[config.mk]
export PLATFORM = sky130hd
export DESIGN_NAME = seven_seg_scan
export DESIGN_NICKNAME = d
export VERILOG_FILES = /design/src/rtl/seven_seg_scan.sv
export SDC_FILE = /design/constraint.sdc
export NUM_CORES = 1
export LEC_CHECK = 0
export ABC_CLOCK_PERIOD_IN_PS = 3100
export CAP_MARGIN = 20
export CORE_MARGIN = 1
export CORE_UTILIZATION = 55
export CTS_BUF_LIST = sky130_fd_sc_hd__clkbuf_4 sky130_fd_sc_hd__clkbuf_8 sky130_fd_sc_hd__clkbuf_16
export DETAILED_ROUTE_END_ITERATION = 7
export PLACE_DENSITY = 0.78
export SLEW_MARGIN = 10
export SYNTH_ARGS = -nofsm -noshare
export SYNTH_HDL_FRONTEND = slang
export SYNTH_SLANG_ARGS = --single-unit
[constraint.sdc]
create_clock -name CLK -period 3.1 [get_ports CLK]
set_input_delay 0.31 -clock CLK [delete_from_list [all_inputs] [get_ports CLK]]
set_output_delay 0.31 -clock CLK [all_outputs]
set_load 0.1 [all_outputs]
[src/rtl/seven_seg_scan.sv]
// Four-digit multiplexed seven-segment scanner with per-frame input snapshot,
// hex decode, leading-zero blanking and per-digit blink.
module seven_seg_scan #(
    parameter int REFRESH_DIV  = 100000,
    parameter int BLINK_FRAMES = 64
) (
    input  logic        CLK,
    input  logic        RST,
    input  logic [15:0] display,
    input  logic        blank_lz,
    input  logic [3:0]  blink_en,
    output logic [3:0]  an,
    output logic [6:0]  seg,
    output logic        frame_done
);

    localparam int PW = $clog2(REFRESH_DIV);
    localparam int FW = (BLINK_FRAMES > 1) ? $clog2(BLINK_FRAMES) : 1;
    localparam logic [PW-1:0] PRESCALE_MAX = PW'(REFRESH_DIV - 1);
    localparam logic [FW-1:0] FRAME_MAX    = FW'(BLINK_FRAMES - 1);

    logic [PW-1:0] prescale;
    logic [1:0]    index;
    logic [FW-1:0] frame_cnt;
    logic          blink_phase;
    logic [15:0]   shadow_display;
    logic          shadow_blank_lz;
    logic [3:0]    shadow_blink_en;

    logic          tick;
    logic          frame_start;
    logic [3:0]    nibble;
    logic [3:0]    lz_mask;
    logic          blanked;
    logic [3:0]    next_an;
    logic [6:0]    next_seg;

    function automatic logic [6:0] hex_to_seg(input logic [3:0] v);
        case (v)
            4'h0: hex_to_seg = 7'b1000000;
            4'h1: hex_to_seg = 7'b1111001;
            4'h2: hex_to_seg = 7'b0100100;
            4'h3: hex_to_seg = 7'b0110000;
            4'h4: hex_to_seg = 7'b0011001;
            4'h5: hex_to_seg = 7'b0010010;
            4'h6: hex_to_seg = 7'b0000010;
            4'h7: hex_to_seg = 7'b1111000;
            4'h8: hex_to_seg = 7'b0000000;
            4'h9: hex_to_seg = 7'b0010000;
            4'hA: hex_to_seg = 7'b0001000;
            4'hB: hex_to_seg = 7'b0000011;
            4'hC: hex_to_seg = 7'b1000110;
            4'hD: hex_to_seg = 7'b0100001;
            4'hE: hex_to_seg = 7'b0000110;
            default: hex_to_seg = 7'b0001110;
        endcase
    endfunction

    assign tick        = (prescale == PRESCALE_MAX);
    assign frame_start = tick && (index == 2'd3);

    // NOTE: every always_comb output gets a default first so no latch is inferred.
    always_comb begin
        nibble     = shadow_display[{index, 2'b00} +: 4];
        // lz_mask[k]: nibbles k..3 of the snapshot are all zero
        lz_mask    = 4'b0000;
        lz_mask[3] = (shadow_display[15:12] == 4'h0);
        lz_mask[2] = lz_mask[3] && (shadow_display[11:8] == 4'h0);
        lz_mask[1] = lz_mask[2] && (shadow_display[7:4] == 4'h0);
        blanked    = (shadow_blank_lz && lz_mask[index])
                   || (blink_phase && shadow_blink_en[index]);
        next_an    = 4'b1111;
        next_seg   = 7'b1111111;
        if (!blanked) begin
            next_an  = ~(4'b0001 << index);
            next_seg = hex_to_seg(nibble);
        end
    end

    // NOTE: all state uses non-blocking assignments so every register samples pre-edge values.
    always_ff @(posedge CLK) begin
        if (!RST) begin
            prescale        <= '0;
            index           <= 2'd3;
            frame_cnt       <= '0;
            blink_phase     <= 1'b0;
            shadow_display  <= '0;
            shadow_blank_lz <= 1'b0;
            shadow_blink_en <= '0;
            frame_done      <= 1'b0;
            an              <= 4'b1111;
            seg             <= 7'b1111111;
        end else begin
            prescale   <= tick ? '0 : prescale + 1'b1;
            frame_done <= frame_start;
            an         <= next_an;
            seg        <= next_seg;
            if (tick) begin
                index <= index + 2'd1;
            end
            if (frame_start) begin
                shadow_display  <= display;
                shadow_blank_lz <= blank_lz;
                shadow_blink_en <= blink_en;
                if (frame_cnt == FRAME_MAX) begin
                    frame_cnt   <= '0;
                    blink_phase <= ~blink_phase;
                end else begin
                    frame_cnt <= frame_cnt + 1'b1;
                end
            end
        end
    end

endmodule

Yosys cells after proc, flatten, opt, wreduce, memory -nomap -nowiden --
Memory sizes are Yosys's and may differ from the RTL's. A register that Yosys moved wholly into a read port is not among the register bits. Index checks and enable logic that the tools add are counted. W data, S select, Z words.
Word-level totals: register bits 52, memory bits (read-only) 112, input bits 23, output and inout bits 12, word-level logic and storage cells 39, memories 1
Operators by class: add/sub/neg operators 3, magnitude comparators 1, eq/ne operators 3, shifts and indexed selects 2, muxes and demuxes 5, bitwise gates (word level) 3, reductions and logical operators 12
Memory list:
- (no name shown) | words 16, bits a word 7, rd ports 1, clocked after Yosys merged registers in 1, write ports 0, RTL line 39 | case (v)
Operators with widths (count):
- $add A17 B1 Y17 const B | 1
- $eq A17 B17 Y1 const B | 1
- $shiftx A16 B5 Y4 | 1
- $logic_not A4 Y1 | 3
- $add A6 B1 Y6 const B | 1
- $eq A6 B6 Y1 const B | 1
- $mux W6 | 1
- $logic_and A1 B1 Y1 | 5
- $bmux W1 S2 | 2
- $not A4 Y4 | 1
- $reduce_or A2 Y1 | 2
- $shl A1 B2 Y4 const A | 1
- $lt A2 B3 Y1 const B | 1
- $add A2 B1 Y2 const B | 1
- $eq A2 B2 Y1 const B | 1
- $mux W1 | 2
- $not A1 Y1 | 2
- $reduce_and A2 Y1 | 1
- $logic_or A1 B1 Y1 | 1

Depth between registers and ports, before layout --
Gate-level depths: netlist (run 1).
depth after elaboration 8, gate-level depth with buffers 8

Least setup slack after synthesis (run 1) --
OpenSTA, ideal clock, no wires.
path kind register -> register, start point reg index[0], end point reg seg[3], arrival 2052 ps, data required time 2980 ps, slack 929 ps, stages on the path, launching flop included 8, buffers on the path 1, period minus slack after synthesis 2171 ps, cell sequence dfxtp_1 -> buf_2 -> mux4_2 -> inv_1 -> ha_1 -> inv_1 -> mux4_2 -> nand2b_1
Between the ends: cells in the longest elaborated chain, start to end 5
RTL lines:
- from (decl) | RTL line 23 | logic [1:0] index;
- from (signal assigned) | RTL line 99 | index <= index + 2'd1;
- $bmux W1 S2 (on tied branches) | RTL line 70, 71
- $mux W1 (on tied branches) | RTL line 70, 71
- $logic_and A1 B1 Y1 (on tied branches) | RTL line 70, 71
- $logic_or A1 B1 Y1 | RTL line 71 | || (blink_phase && shadow_blink_en[index]);
- $reduce_or A2 Y1 (no line)
- to (decl) | RTL line 13 | output logic [6:0] seg,
Several ways; a longest one is shown, not always the timed one. The select of a mux whose other input is x is not followed. A chain may end at the register's enable or synchronous reset.

Final worst setup path (run 1) --
Ends and elaborated chain as after synthesis.

==> flow_summary.yaml, run 1 <==
outcome:
  outcome: "finished, final reports clean"
die:
  dieHeight_um: 72.5
  die_w_um: 72.5
  coreArea_sq_mm: 0.00475
  placementRows: 25
  initial_core_util_pct: 57.4
  io_pins: 35
  die_area_sq_mm: 0.00525
timing:
  hold_viol: 0
  tns_ns: 0
  period_needed_ns: 2.36
  holdWs_ns: 0.452
  slew_viol_final: 0
  rsz0062_at_grt: "no"
  fmax_mhz: 424
  skew_ns: 0.00751
  finalSetupViolCount: 0
  worstMarginPinSlew_ns: 0.962
  period_share_pct: 76.1
  maxSlewHeadroom_pct: 35.6
placed_design:
  gp_congestion: 0.860
  placed_area_sq_mm: 0.00309
  port_buffers: 34
  hpwl_um: 3730
logic_synthesis:
  synth_ff_type: "dfxtp_1"
  yosysUniqueCellTypes: 43
  synth_most_common_cell: "nand2_1"
  netlist_area_sq_mm: 0.00273
  syn_area_per_cell_sq_um: 8.98
  post-synth-top-area-fraction_pct: 43.3
  ys_ff_latch: 59
  synthTopCellsByArea: "dfxtp_1 43%, nand2_1 9.3%, ha_1 5.5%, mux4_2 4.9%, a21oi_1 4.4%"
  async_reset_ff_share_pct: 0
  ys_seq_area_share_pct: 43.3
  synth_fp_nets: 339
  netlist_instances: 304
  yosysTopAreaCell: "dfxtp_1"
  synth_warnings: 0
  synth_common_cells: "68 x nand2_1, 59 x dfxtp_1, 24 x a21oi_1"
  synth_edf_count: 0
power_and_ir_drop:
  power_leakage_nw: 1.22
  irDropWorstVdd_mv: 0.275
  p_per_area_mw_per_mm2: 492
routing:
  dr.pass1.iters: 4
  drc: 0
  routedWlPerCell_um: 13.1
  drtAntennaViolNets: 0
  drt-vias-per-instance: 5.44
  drt-initial-drc-count: 72
  vias: 2220
  routed_wl_um: 5340
setup_path:
  crit_chain: "mux4_2 -> inv_1 -> ha_1 -> inv_1 -> mux4_2 -> nand2b_1"
  start_kind: "flop"
  critical_path_arrival_ns: 2.59
  timing_worst_setup_path_type: "flop to flop"
  path_max_fanout: 14
  cpPeakStageDelay_ns: 0.66
  cp-startpoint: "index[0]"
  cp.required_ns: 3.33
  cp_slowest_cell: "dfxtp_1"
  crit_path_end_kind: "flop"
  reg2reg_depth: 6
  r2r_start: "index[0]"
global_routing:
  grt_use_met3_pct: 8.75
  grt_max_degree: 29
  met2_usage_pct: 36.2
  track_usage_pct: 23.4
  grt_busiest_layer: "met2"
  grt_pass1_vias: 2052
  grt_pass1_wl_um: 9430
  antenna_found_initial: 0
  gr-total-overflow: 0
  grt.met1_usage_pct: 29.9
clocking:
  clock_sinks: 59
  ctsHtreeMaxLevel: 3
  insertion_delay_ns: 0.34
  cts_tree: "built"
  clock_path_buffers: 2
  clockRootBuffer: "clkbuf_8"
  post_cts_resized: 0
  clkTransAtPathRegs_ns: 0.06
  cts_setup_buffers: 0
  cts_hold_buf: 0
  numCtsBuffers: 9
job:
  drv_cap: 0
finish:
  synthToLayoutAreaGrowth_pct: 21.2
  drive_gt1_share_pct: 9.09
  postLayoutCellArea_sq_mm: 0.00331
  antenna_cells: 0
  fin_util_pct: 69.6
  nets: 371
min_path:
  hp-start: "prescale[0]"
  holdPathStages: 1
  hold_class: "flop to flop"
## path summary, 6_finish.rpt
| path | to | slack, ns |
|---|---|---|
| worst min-delay path | prescale[0] | 0.45 |
| worst max-delay path | seg[3] | 0.74 |
| worst min register to register | prescale[0] | 0.45 |
| worst max register to register | seg[3] | 0.74 |
## state kept, by name, summed over array words and instances (netlist names)
register and count:
an 4, blink_phase 1, frame_cnt 6, frame_done 1, index 2, prescale 17, seg 7, shadow_blank_lz 1
shadow_blink_en 4, shadow_display 16
## per-stage QoR
step | power (mW) | setup WS, ns | instances
3_3_place_gp | 0.883 | 0.832 | 392
5_1_grt | 1.69 | 0.585 | 408
3_5_place_dp | 0.883 | 0.761 | 392
4_1_cts | 1.64 | 0.745 | 408
6_report | 1.63 | 0.739 | 408
2_1_floorplan | 0.841 | 0.929 | 304
## cell families after synthesis
logic type / Yosys count / synth area share [%]
buffers and inverters: 26 / 4.35
adder cells (fa/ha/maj): 12 / 5.50
AO/OA/AOI/OAI: 40 / 8.80
multiplexers: 11 / 7.47
XOR/XNOR: 22 / 7.06
flip-flops: 59 / 43.3
AND/OR/NAND/NOR: 134 / 23.6
## layout by cell type, fill, tap and decap left out, types with 4 or more instances in the layout
cell type / synthesis / final
nand2_1: 68 / 68
mux4_2: 6 / 6
clkdlybuf4s50_1: 0 / 34
xor2_1: 12 / 12
nor2_1: 19 / 19
a21oi_1: 24 / 24
nand3_1: 11 / 11
xnor2_1: 10 / 10
and3_1: 6 / 6
dfxtp_1: 59 / 59
ha_1: 12 / 12
and4_1: 4 / 4
inv_1: 10 / 10
clkbuf_8: 0 / 9
nand4_1: 4 / 4
## worst max-delay path, delay by kind of cell (launching register included)
family,cells,cell delay [ns]
flip-flops,1,0.66
adder cells (fa/ha/maj),1,0.14
multiplexers,2,1.10
buffers and inverters,2,0.20
AND/OR/NAND/NOR,1,0.14
## final cells by class
| type | count | area, sq um |
|---|---|---|
| clock buffer | 11 | 139 |
| fill | 395 | 1450 |
| timing repair buffer | 36 | 355 |
| clock inverter | 5 | 77.6 |
| multi-input combinational | 219 | 1430 |
| tap | 67 | 83.8 |
| inverter | 11 | 41.3 |
| sequential | 59 | 1180 |
## where the power goes
group | internal [mW] | switching, mW
Sequential | 0.766 | 0.00361
Clock | 0.467 | 0.294
Combinational | 0.0380 | 0.0580
## metal layers
| metal | vias to the layer above | wire (um) | share of wire, % |
|---|---|---|---|
| li1 | 1112 | - | - |
| met1 | 1046 | 2580 | 48 |
| met5 | - | 0 | 0 |
| met3 | 11 | 267 | 5.0 |
| met2 | 51 | 2410 | 45 |
| met4 | 0 | 87 | 1.6 |
No activity file was read; power rests on OpenSTA's default activity.
==> run 2: changes to the inputs <==
Settings changed: ABC_CLOCK_PERIOD_IN_PS 3100 to 2400.
Clock period 3.1 ns to 2.4 ns, I/O delays scaled along.
==> run 2 against run 1 <==
  * First-iteration DRC count up 67%
  * Power up 32%
  * Critical path depth unchanged
  * Critical path type unchanged
  * Largest power group is now clock
  * Highest routed layer unchanged
==> flow_summary.yaml, run 2 (synthesis gave the netlist of run 1 again) <==
clocking:
  ctsHtreeMaxLevel: 3
  cts_tree: "built"
  clock_path_buffers: 2
  insertion_delay_ns: 0.35
  cts_hold_buf: 0
  clkTransAtPathRegs_ns: 0.07
  post_cts_resized: 0
  clock_sinks: 59
  clockRootBuffer: "clkbuf_8"
  cts_setup_buffers: 0
  numCtsBuffers: 9
die:
  die_w_um: 72.5
  io_pins: 35
  placementRows: 25
  coreArea_sq_mm: 0.00475
  die_area_sq_mm: 0.00525
  dieHeight_um: 72.5
  initial_core_util_pct: 57.4
setup_path:
  r2r_setup_slack_ns: 0.39
  timing_worst_setup_path_type: "flop to flop"
  cp.required_ns: 2.64
  critical_path_arrival_ns: 2.25
  path_max_fanout: 6
  crit_path_end_kind: "flop"
  r2r_start: "index[0]"
  start_kind: "flop"
  reg2reg_depth: 6
  cp-startpoint: "index[0]"
finish:
  fin_util_pct: 70.0
  largest_reg_flops: 17
  antenna_cells: 0
  reg.largest.list: "prescale: 17 flops, shadow_display: 16 flops, seg: 7 flops"
  mostFrequentLayoutCells: "68 x nand2_1, 59 x dfxtp_1, 24 x a21oi_1"
  n_fill_cell: 389
  drive_gt1_share_pct: 13.4
  multi_input_area_sq_mm: 0.00143
  synthToLayoutAreaGrowth_pct: 21.9
  regArea_sq_mm: 0.00118
  top_register: "prescale"
  final_common_cell: "nand2_1"
  nets: 374
min_path:
  holdPathStages: 3
  hp-start: "blink_en[2]"
  hold_class: "primary input to flop"
global_routing:
  grt_max_degree: 29
  track_usage_pct: 24.1
  gr-total-overflow: 0
  antenna_found_initial: 0
  grt_pass1_wl_um: 9470
  grt_pass1_vias: 2075
timing:
  worstMarginPinSlew_ns: 0.478
  maxSlewHeadroom_pct: 68.1
  slew_viol_final: 0
  finalSetupViolCount: 0
  skew_ns: 0.00493
  hold_viol: 0
  tns_ns: 0
  holdWs_ns: 0.438
  fmax_mhz: 498
  period_share_pct: 83.6
  period_needed_ns: 2.01
  rsz0062_at_grt: "no"
placed_design:
  hpwl_um: 3830
  gp_congestion: 0.846
  port_buffers: 34
job:
  drv_cap: 0
routing:
  routedWlPerCell_um: 13.4
  drt-initial-drc-count: 120
  drtAntennaViolNets: 0
  drc: 0
  drt-vias-per-instance: 5.36
  dr.pass1.iters: 4
  vias: 2204
  routed_wl_um: 5510
power_and_ir_drop:
  p_per_area_mw_per_mm2: 648
  power_leakage_nw: 1.25
  irDropWorstVdd_mv: 0.388
outcome:
  outcome: "finished, final reports clean"
-- run 2: cell types whose count changed in the layout (fill, tap and decap cells not counted) --
| cell | delta |
|---|---|
| clkdlybuf4s50_1 | -12 |
| buf_4 | +14 |
| clkinv_2 | -1 |
| clkbuf_8 | +2 |
| clkbuf_4 | -1 |
| buf_12 | +1 |
-- run 2: report_power, final --
part | leakage, nW | switching [mW] | internal (mW)
registers | 0.479 | 0.00500 | 0.990
clock network | 0.116 | 0.389 | 0.651
logic | 0.652 | 0.0751 | 0.0471
total | 1.25 | 0.469 | 1.69
-- run 2: area by class of cell --
cell class,instances,area share (%)
Tap cell,67,2.52
Timing Repair Buffer,39,10.8
Sequential cell,59,35.5
Multi-Input combinational cell,219,43.0
Clock buffer,12,4.77
Inverter,11,1.24
Clock inverter,4,2.18
-- run 2: worst paths after layout --
path,endpoint
min reg2reg,shadow_blink_en[1]
min,shadow_blink_en[2]
max,seg[3]
max reg2reg,seg[3]
-- run 2: through the flow --
stage | std cells | worst slack [ns] | cell area (sq um) | total power [mW]
after CTS | 411 | 0.382 | 3330 | 2.18
after global placement | 395 | 0.464 | 3100 | 1.14
final | 411 | 0.394 | 3330 | 2.16
after global routing | 411 | 0.187 | 3330 | 2.23
after floorplan | 304 | 0.229 | 2730 | 1.09
after detailed placement | 395 | 0.387 | 3100 | 1.14
-- run 2: metal layers --
metal | wire [um] | track usage (%) | vias up
met5 | 0 | 0 | -
met3 | 224 | 7.78 | 15
li1 | - | - | 1113
met2 | 2490 | 35.8 | 47
met1 | 2660 | 31.2 | 1029
met4 | 129 | 12.4 | 0
-- run 2: worst max-delay path: stages, from the launching register on --
cell      delay [ns]
dfxtp_1         0.39
mux4_2          0.60
inv_1           0.15
ha_1            0.14
inv_1           0.05
mux4_2          0.43
nand2b_1        0.14
==> run 3: changes to the inputs <==
Settings changed: ABC_CLOCK_PERIOD_IN_PS 2400 to 2009.
Clock period 2.4 ns to 2.01 ns, I/O delays scaled along.
==> run 3 against run 2 <==
  * Routed wire length about the same
  * Clock power down 6%
  * Critical path type unchanged
  * Sequential power up 20%
  * Clock skew up 0.0017 ns
  * Final area up 1.2%
  * Via count up 0.77%
  * Critical path depth unchanged
  * Critical endpoint unchanged
  * Power up 7.4%
  * Fmax up 2.9%
  * Worst setup slack worse by 0.33 ns
==> flow_summary.yaml, run 3 (synthesis gave the netlist of run 1 again) <==
outcome:
  outcome: "finished, final reports clean"
setup_path:
  critical_path_arrival_ns: 2.18
  path_max_fanout: 6
  cp.required_ns: 2.24
  timing_worst_setup_path_type: "flop to flop"
  crit_path_end_kind: "flop"
  start_kind: "flop"
die:
  die_w_um: 72.5
  coreArea_sq_mm: 0.00475
  die_area_sq_mm: 0.00525
  initial_core_util_pct: 57.4
  placementRows: 25
  dieHeight_um: 72.5
  io_pins: 35
finish:
  fin_util_pct: 70.9
  synthToLayoutAreaGrowth_pct: 23.4
  final_cells: 420
  top_register: "prescale"
  antenna_cells: 0
  final_common_cell: "nand2_1"
  nets: 384
  mostFrequentLayoutCells: "68 x nand2_1, 58 x dfxtp_1, 26 x buf_4"
  reg.largest.list: "prescale: 17 flops, shadow_display: 16 flops, seg: 7 flops"
  postLayoutCellArea_sq_mm: 0.00337
  drive_gt1_share_pct: 17.3
  largest_reg_flops: 17
global_routing:
  grt_max_degree: 29
  grt_pass1_wl_um: 9230
  grt.met1_usage_pct: 30.2
  grt_busiest_layer: "met2"
  antenna_found_initial: 0
  grt_pass1_vias: 2042
  track_usage_pct: 23.2
  gr-total-overflow: 0
  grt_use_met3_pct: 10.1
  met2_usage_pct: 35.0
routing:
  drt-vias-per-instance: 5.29
  drt-initial-drc-count: 111
  dr.pass1.iters: 4
  drc: 0
  routed_wl_um: 5510
  drtAntennaViolNets: 0
  vias: 2221
  routedWlPerCell_um: 13.1
power_and_ir_drop:
  p_per_area_mw_per_mm2: 687
  power_mw: 2.32
  power_leakage_nw: 1.28
  irDropWorstVdd_mv: 0.594
clocking:
  numCtsBuffers: 9
  cts_tree: "built"
  clock_path_buffers: 2
  clkTransAtPathRegs_ns: 0.06
  cts_hold_buf: 0
  ctsHtreeMaxLevel: 3
  clockRootBuffer: "clkbuf_8"
  clock_sinks: 59
  insertion_delay_ns: 0.34
timing:
  period_share_pct: 97.0
  worstMarginPinSlew_ns: 0.480
  hold_viol: 0
  finalSetupViolCount: 0
  period_needed_ns: 1.95
  slew_viol_final: 0
  fin_ws_ns: 0.0596
  fmax_mhz: 513
  skew_ns: 0.00666
  maxSlewHeadroom_pct: 68.0
  tns_ns: 0
  holdWs_ns: 0.413
min_path:
  hold_class: "primary input to flop"
placed_design:
  placed_area_sq_mm: 0.00315
  dpl_worst_slack_ns: 0.0855
  hpwl_um: 3860
  port_buffers: 34
  gp_congestion: 0.829
  dp.cells: 401
job:
  drv_cap: 0
==> run 3: final timing paths <==
check	startpoint	to	slack, ns	cells past startpoint
worst max register to register	index[0]	seg[3]	0.06	6
worst min-delay path	display[14]	shadow_display[14]	0.41	3
worst min register to register	shadow_blank_lz	shadow_blank_lz	0.46	2
worst max-delay path	index[0]	seg[3]	0.06	6
==> run 3: critical path: stages, from the launching register on <==
cell and delay, ns:
dfxtp_4 0.36, mux4_2 0.58, inv_2 0.11, ha_1 0.14, inv_1 0.05, mux4_2 0.45
nand2b_4 0.15
==> run 3: layout make-up <==
class	count	area [sq um]
inverter	11	41.3
multi-input combinational	219	1440
timing repair buffer	49	435
fill	385	1390
tap	67	83.8
clock inverter	2	10.0
sequential	59	1180
clock buffer	13	173
==> run 3: repair_timing <==
action	4_1_cts	5_1_grt
setup buffers	0	4
endpoints found under the setup margin	0	11
resized for setup	0	3
==> run 3: routing by layer <==
layer | wire length [um] | part of all wire [%]
met1 | 2580 | 47
met2 | 2460 | 45
met4 | 102 | 1.9
met3 | 366 | 6.6
met5 | 0 | 0
==> run 3: report_power, final <==
group          internal, mW  switching (mW)  leakage [nW]  total, mW
logic                0.0593          0.0902         0.702      0.150
registers              1.18         0.00591         0.478       1.19
clock network         0.551           0.429        0.0987      0.980
==> variant 1 (settings of run 1) <==
Change the parameter `REFRESH_DIV` from 100000 to 50000.
--- a/src/rtl/seven_seg_scan.sv
+++ b/src/rtl/seven_seg_scan.sv
@@ -3,3 +3,3 @@
 module seven_seg_scan #(
-    parameter int REFRESH_DIV  = 100000,
+    parameter int REFRESH_DIV  = 50000,
     parameter int BLINK_FRAMES = 64
Function: same outputs for any inputs over 10 cycles, from zero or initial values and one cycle with RST low; that may be too few to reach the edited logic, so the function may still have changed.
==> variant 1 against run 1 <==
- total power rose by 3.1%
- final area rose by 1.2%
- die area rose by 2.2%
- largest power group is now clock
- wire length rose by 1.8%
- final cell count fell by 0.98%
- worst setup slack improved by 0.15 ns
- area after synthesis rose by 2.3%
- highest routed layer unchanged
- critical path type unchanged
- critical path depth did not move
- sequential cell count fell by 1
==> variant 1: results (changes against run 1) <==
\begin{tabular}{lr}
\hline
Metric & Value \\
\hline
\multicolumn{2}{l}{\textbf{STA}} \\
Fin crit share & 71.2\% (was 76.1\%) \\
Setup Skew & 0.00660 ns (was 0.00751 ns) \\
\multicolumn{2}{l}{\textbf{GRT}} \\
Number of global-route vias before repair & 2033 (was 2052) \\
Total Routing Usage GR & 22.4\% (was 23.4\%) \\
\multicolumn{2}{l}{\textbf{Critical path}} \\
Critical Path AT & 2.40 ns (was 2.59 ns) \\
Maximum cell stage delay along the critical path & 0.70 ns (was 0.66 ns) \\
Capturing element of the worst setup path & seg[1] (was seg[3]) \\
CP Max Fanout & 11 (was 14) \\
Endpoint of the worst-slack reg-to-reg timing path & seg[1] (was seg[3]) \\
\multicolumn{2}{l}{\textbf{Yosys}} \\
Fraction of registers with async set or reset after synthesis & 0\% (unchanged) \\
Cell types occupying the most area after synthesis & dfxtp\_1 42\%, nand3\_1 7.0\%, a21oi\_1 5.4\% (was dfxtp\_1 43\%, nand2\_1 9.3\%, ha\_1 5.5\%) \\
Sequential share of the synthesized area & 41.6\% (was 43.3\%) \\
Net count after synthesis & 342 (was 339) \\
Leading cell types by count after synthesis & 58 x dfxtp\_1, 39 x nand3\_1, 30 x a21oi\_1 (was 68 x nand2\_1, 59 x dfxtp\_1, 24 x a21oi\_1) \\
Count of unique library cells instantiated by Yosys & 39 (was 43) \\
\multicolumn{2}{l}{\textbf{Finish}} \\
Largest registers & prescale: 16 flops, shadow\_display: 16 flops, seg: 7 flops (was prescale: 17 flops, shadow\_display: 16 flops, seg: 7 flops) \\
Final-stage net count & 367 (was 371) \\
Share of layout cells above drive strength 1 & 8.61\% (was 9.09\%) \\
Filler Cell Count & 412 (was 395) \\
\multicolumn{2}{l}{\textbf{Run status}} \\
Outcome & completed (unchanged) \\
\multicolumn{2}{l}{\textbf{Power and ir drop}} \\
Leakage power of the design & 1.26 nW (was 1.22 nW) \\
Worst vdd ir & 306 uV (was 275 uV) \\
\multicolumn{2}{l}{\textbf{Place}} \\
Final Wtd Congestion & 0.861 (was 0.860) \\
Dpl hpwl & 3.70 mm (was 3.73 mm) \\
\multicolumn{2}{l}{\textbf{Routing}} \\
Violation count after the first detailed-route iteration & 174 (was 72) \\
Count of vias placed by the detailed router & 2295 (was 2220) \\
\hline
\end{tabular}
## variant 1: cell types whose count changed after synthesis, sizes merged, moves of 4 or more
cell / before / now
nand2: 69 / 17
nor2: 19 / 15
o21ai: 3 / 28
nand4: 4 / 10
nand3: 11 / 39
a21oi: 24 / 31
nor2b: 0 / 4
buf: 7 / 13
xnor2: 10 / 3
## variant 1: cell families after synthesis
group | Yosys count | share of synthesized area, %
fa+ha+maj | 12 | 5.38
buf+inv | 33 | 6.09
xor+xnor | 13 | 4.08
compound gates | 71 | 14.5
simple gates | 109 | 21.0
mux | 11 | 7.35
flops | 58 | 41.6
## variant 1: how the worst min path moves through the flow
stage                         end                from  cells after the start  slack, ns
2_1_floorplan         prescale[0]         prescale[0]                      1       0.43
3_3_place_gp          prescale[0]         prescale[0]                      1       0.44
3_5_place_dp          prescale[0]         prescale[0]                      1       0.46
4_1_cts         shadow_display[0]   shadow_display[0]                      2       0.47
5_1_grt        shadow_blink_en[1]  shadow_blink_en[1]                      2       0.50
6_report              prescale[0]         prescale[0]                      1       0.48
## variant 1: power by group
| group | internal (W) | total, W | leakage, nW | switching, W |
|---|---|---|---|---|
| logic | 0.0000384 | 0.0000952 | 0.665 | 0.0000569 |
| registers | 0.000754 | 0.000757 | 0.471 | 0.00000388 |
| clock network | 0.000538 | 0.000825 | 0.123 | 0.000287 |
## variant 1: metrics by stage
step | hold slack (ns) | utilization (%) | std cells
detailed placement | 0.463 | 64.6 | 388
floorplan | 0.426 | - | 307
global placement | 0.442 | 64.6 | 388
global route | 0.499 | 69.5 | 404
CTS | 0.474 | 69.5 | 404
finish | 0.476 | 69.5 | 404
## variant 1: final cells by class
| type | count | share of cell area, % |
|---|---|---|
| sequential | 58 | 34.7 |
| inverter | 9 | 1.01 |
| multi-input combinational | 216 | 43.7 |
| tap | 67 | 2.50 |
| clock inverter | 6 | 3.14 |
| clock buffer | 10 | 3.93 |
| timing repair buffer | 38 | 11.1 |
## variant 1: per-layer routing
metal  global-route usage, %  part of all wire (%)  wire length [microns]  vias to the layer above
met1                    29.2                    47                   2560                     1070
met2                    35.7                    47                   2540                       52
met4                    11.1                   1.9                    104                        0
met3                    4.25                   4.1                    225                        9
li1                        -                     -                      -                     1164
met5                       0                     0                      0                        -
## variant 1: critical path, delay by kind of cell (launching register included)
| family | cells | cell delay [ns] |
|---|---|---|
| and+or+nand+nor | 1 | 0.08 |
| muxes | 1 | 0.70 |
| buffers and inverters | 1 | 0.17 |
| AOI/OAI and AO/OA | 2 | 0.23 |
| DFF | 1 | 0.62 |
| adders and majority gates | 1 | 0.26 |
==> variant 2 (config.mk and constraints of run 1) <==
Made on the original files. Register the output `seg` once more; this adds one clock of latency there. The other outputs are not delayed to match.
--- a/src/rtl/seven_seg_scan.sv
+++ b/src/rtl/seven_seg_scan.sv
@@ -20,2 +20,4 @@
     localparam logic [FW-1:0] FRAME_MAX    = FW'(BLINK_FRAMES - 1);
+
+    logic [6:0] seg_s0;
 
@@ -91,3 +93,3 @@
             an              <= 4'b1111;
-            seg             <= 7'b1111111;
+            seg_s0          <= 7'b1111111;
         end else begin
@@ -96,3 +98,3 @@
             an         <= next_an;
-            seg        <= next_seg;
+            seg_s0     <= next_seg;
             if (tick) begin
@@ -114,2 +116,6 @@
 
+    always_ff @(posedge CLK) begin
+        seg <= seg_s0;
+    end
+
 endmodule
Function: changed (Yosys sat finds a counterexample within 4 cycles, from zero or initial values and one cycle with RST low).
==> variant 2 against run 1 <==
- non-clock buffer count grew 3
- sequential cell count up 7
- wire length rose by 9.9%
- area after synthesis up 5.5%
- total power is 6.9% higher
- first-iteration DRC count grew 100%
- final area grew 5.4%
- sequential power increased by 12%
- worst setup slack lost 0.10 ns
==> variant 2: results (changes against run 1) <==
\begin{tabular}{lr}
\hline
Metric & Value \\
\hline
\multicolumn{2}{l}{\textbf{Place}} \\
Final Wtd Congestion & 0.843 (was 0.860) \\
DP Cell Count & 404 (was 392) \\
\multicolumn{2}{l}{\textbf{Power and ir drop}} \\
NetSw & 0.000373 W (was 0.000356 W) \\
Pint & 0.00137 W (was 0.00127 W) \\
Clock share of power & 44.8\% (was 46.8\%) \\
Leakage power of the design & 1.24 nW (was 1.22 nW) \\
Worst vdd ir & 314 uV (was 275 uV) \\
\multicolumn{2}{l}{\textbf{Critical path}} \\
Startpoint of the worst register-to-register path & prescale[5] (was index[0]) \\
Maximum cell stage delay along the critical path & 0.75 ns (was 0.66 ns) \\
CP delay by family, top & simple AND/OR/NAND/NOR gates (was multiplexers) \\
Setup slack, reg-to-reg & 0.64 ns (was 0.74 ns) \\
Endpoint of the worst-slack reg-to-reg timing path & frame\_cnt[4] (was seg[3]) \\
Slowest library cell on the worst path & or4\_1 (was dfxtp\_1) \\
\multicolumn{2}{l}{\textbf{GRT}} \\
Maximum number of pins on one net before global-route repair & 32 (was 29) \\
Met1 global-route usage & 32.1\% (was 29.9\%) \\
Total Routing Usage GR & 23.9\% (was 23.4\%) \\
Global Route met2 Usage & 36.8\% (was 36.2\%) \\
\multicolumn{2}{l}{\textbf{STA}} \\
Fin crit share & 79.5\% (was 76.1\%) \\
Setup Skew & 0.00865 ns (was 0.00751 ns) \\
Fin Hold WS & 0.327 ns (was 0.452 ns) \\
\multicolumn{2}{l}{\textbf{Yosys}} \\
Count of unique library cells instantiated by Yosys & 37 (was 43) \\
Share of cell area taken by muxes after synthesis & 5.73\% (was 7.47\%) \\
Cell types occupying the most area after synthesis & dfxtp\_1 46\%, a21oi\_1 6.6\%, nand3\_1 6.1\% (was dfxtp\_1 43\%, nand2\_1 9.3\%, ha\_1 5.5\%) \\
Sequential share of the synthesized area & 45.9\% (was 43.3\%) \\
Xor and xnor fraction of the mapped netlist area & 3.04\% (was 7.06\%) \\
Leading cell types by count after synthesis & 66 x dfxtp\_1, 38 x a21oi\_1, 35 x nand3\_1 (was 68 x nand2\_1, 59 x dfxtp\_1, 24 x a21oi\_1) \\
Post-synthesis share of cell area spent on full adders, half adders and majority gates & 5.21\% (was 5.50\%) \\
Share of the synthesized area in compound gates (AO/OA/AOI/OAI) & 15.4\% (was 8.80\%) \\
Average cell area after synthesis & 9.03 sq um (was 8.98 sq um) \\
\multicolumn{2}{l}{\textbf{Routing}} \\
Average wire per cell in the routed design & 14.0 microns (was 13.1 microns) \\
1st-pass router iterations & 5 (was 4) \\
Detailed-route vias per instance & 5.75 (was 5.44) \\
\multicolumn{2}{l}{\textbf{Run status}} \\
Outcome & completed (unchanged) \\
\multicolumn{2}{l}{\textbf{Finish}} \\
Largest registers & prescale: 17 flops, shadow\_display: 16 flops (was prescale: 17 flops, shadow\_display: 16 flops, seg: 7 flops) \\
Final-stage net count & 383 (was 371) \\
\hline
\end{tabular}
==> variant 2: cell count changes after synthesis, moves of 5 or more <==
cell,run 1,this run
nor2_1,19,13
or4_1,0,7
a21oi_1,24,38
o21ai_0,3,27
or3_1,1,6
nand4_1,4,10
dfxtp_1,59,66
clkbuf_1,8,20
nand2_1,68,15
xnor2_1,10,4
xor2_1,12,6
nand3_1,11,35
==> variant 2: final cells by class <==
class	count	area, sq um
inverters	12	45.0
multi-input cells	220	1440
fillers	400	1390
clock buffers	10	138
clock inverters	6	80.1
flip-flops and latches	66	1320
well taps	67	83.8
repair buffers	39	378
==> variant 2: worst min-delay path by stage <==
stage | startpoint | endpoint | cells past startpoint
detailed placement | seg_s0[1] | seg[1] | 0
floorplan | seg_s0[0] | seg[0] | 0
global route | seg_s0[6] | seg[6] | 0
CTS | seg_s0[1] | seg[1] | 0
finish | seg_s0[1] | seg[1] | 0
global placement | seg_s0[3] | seg[3] | 0
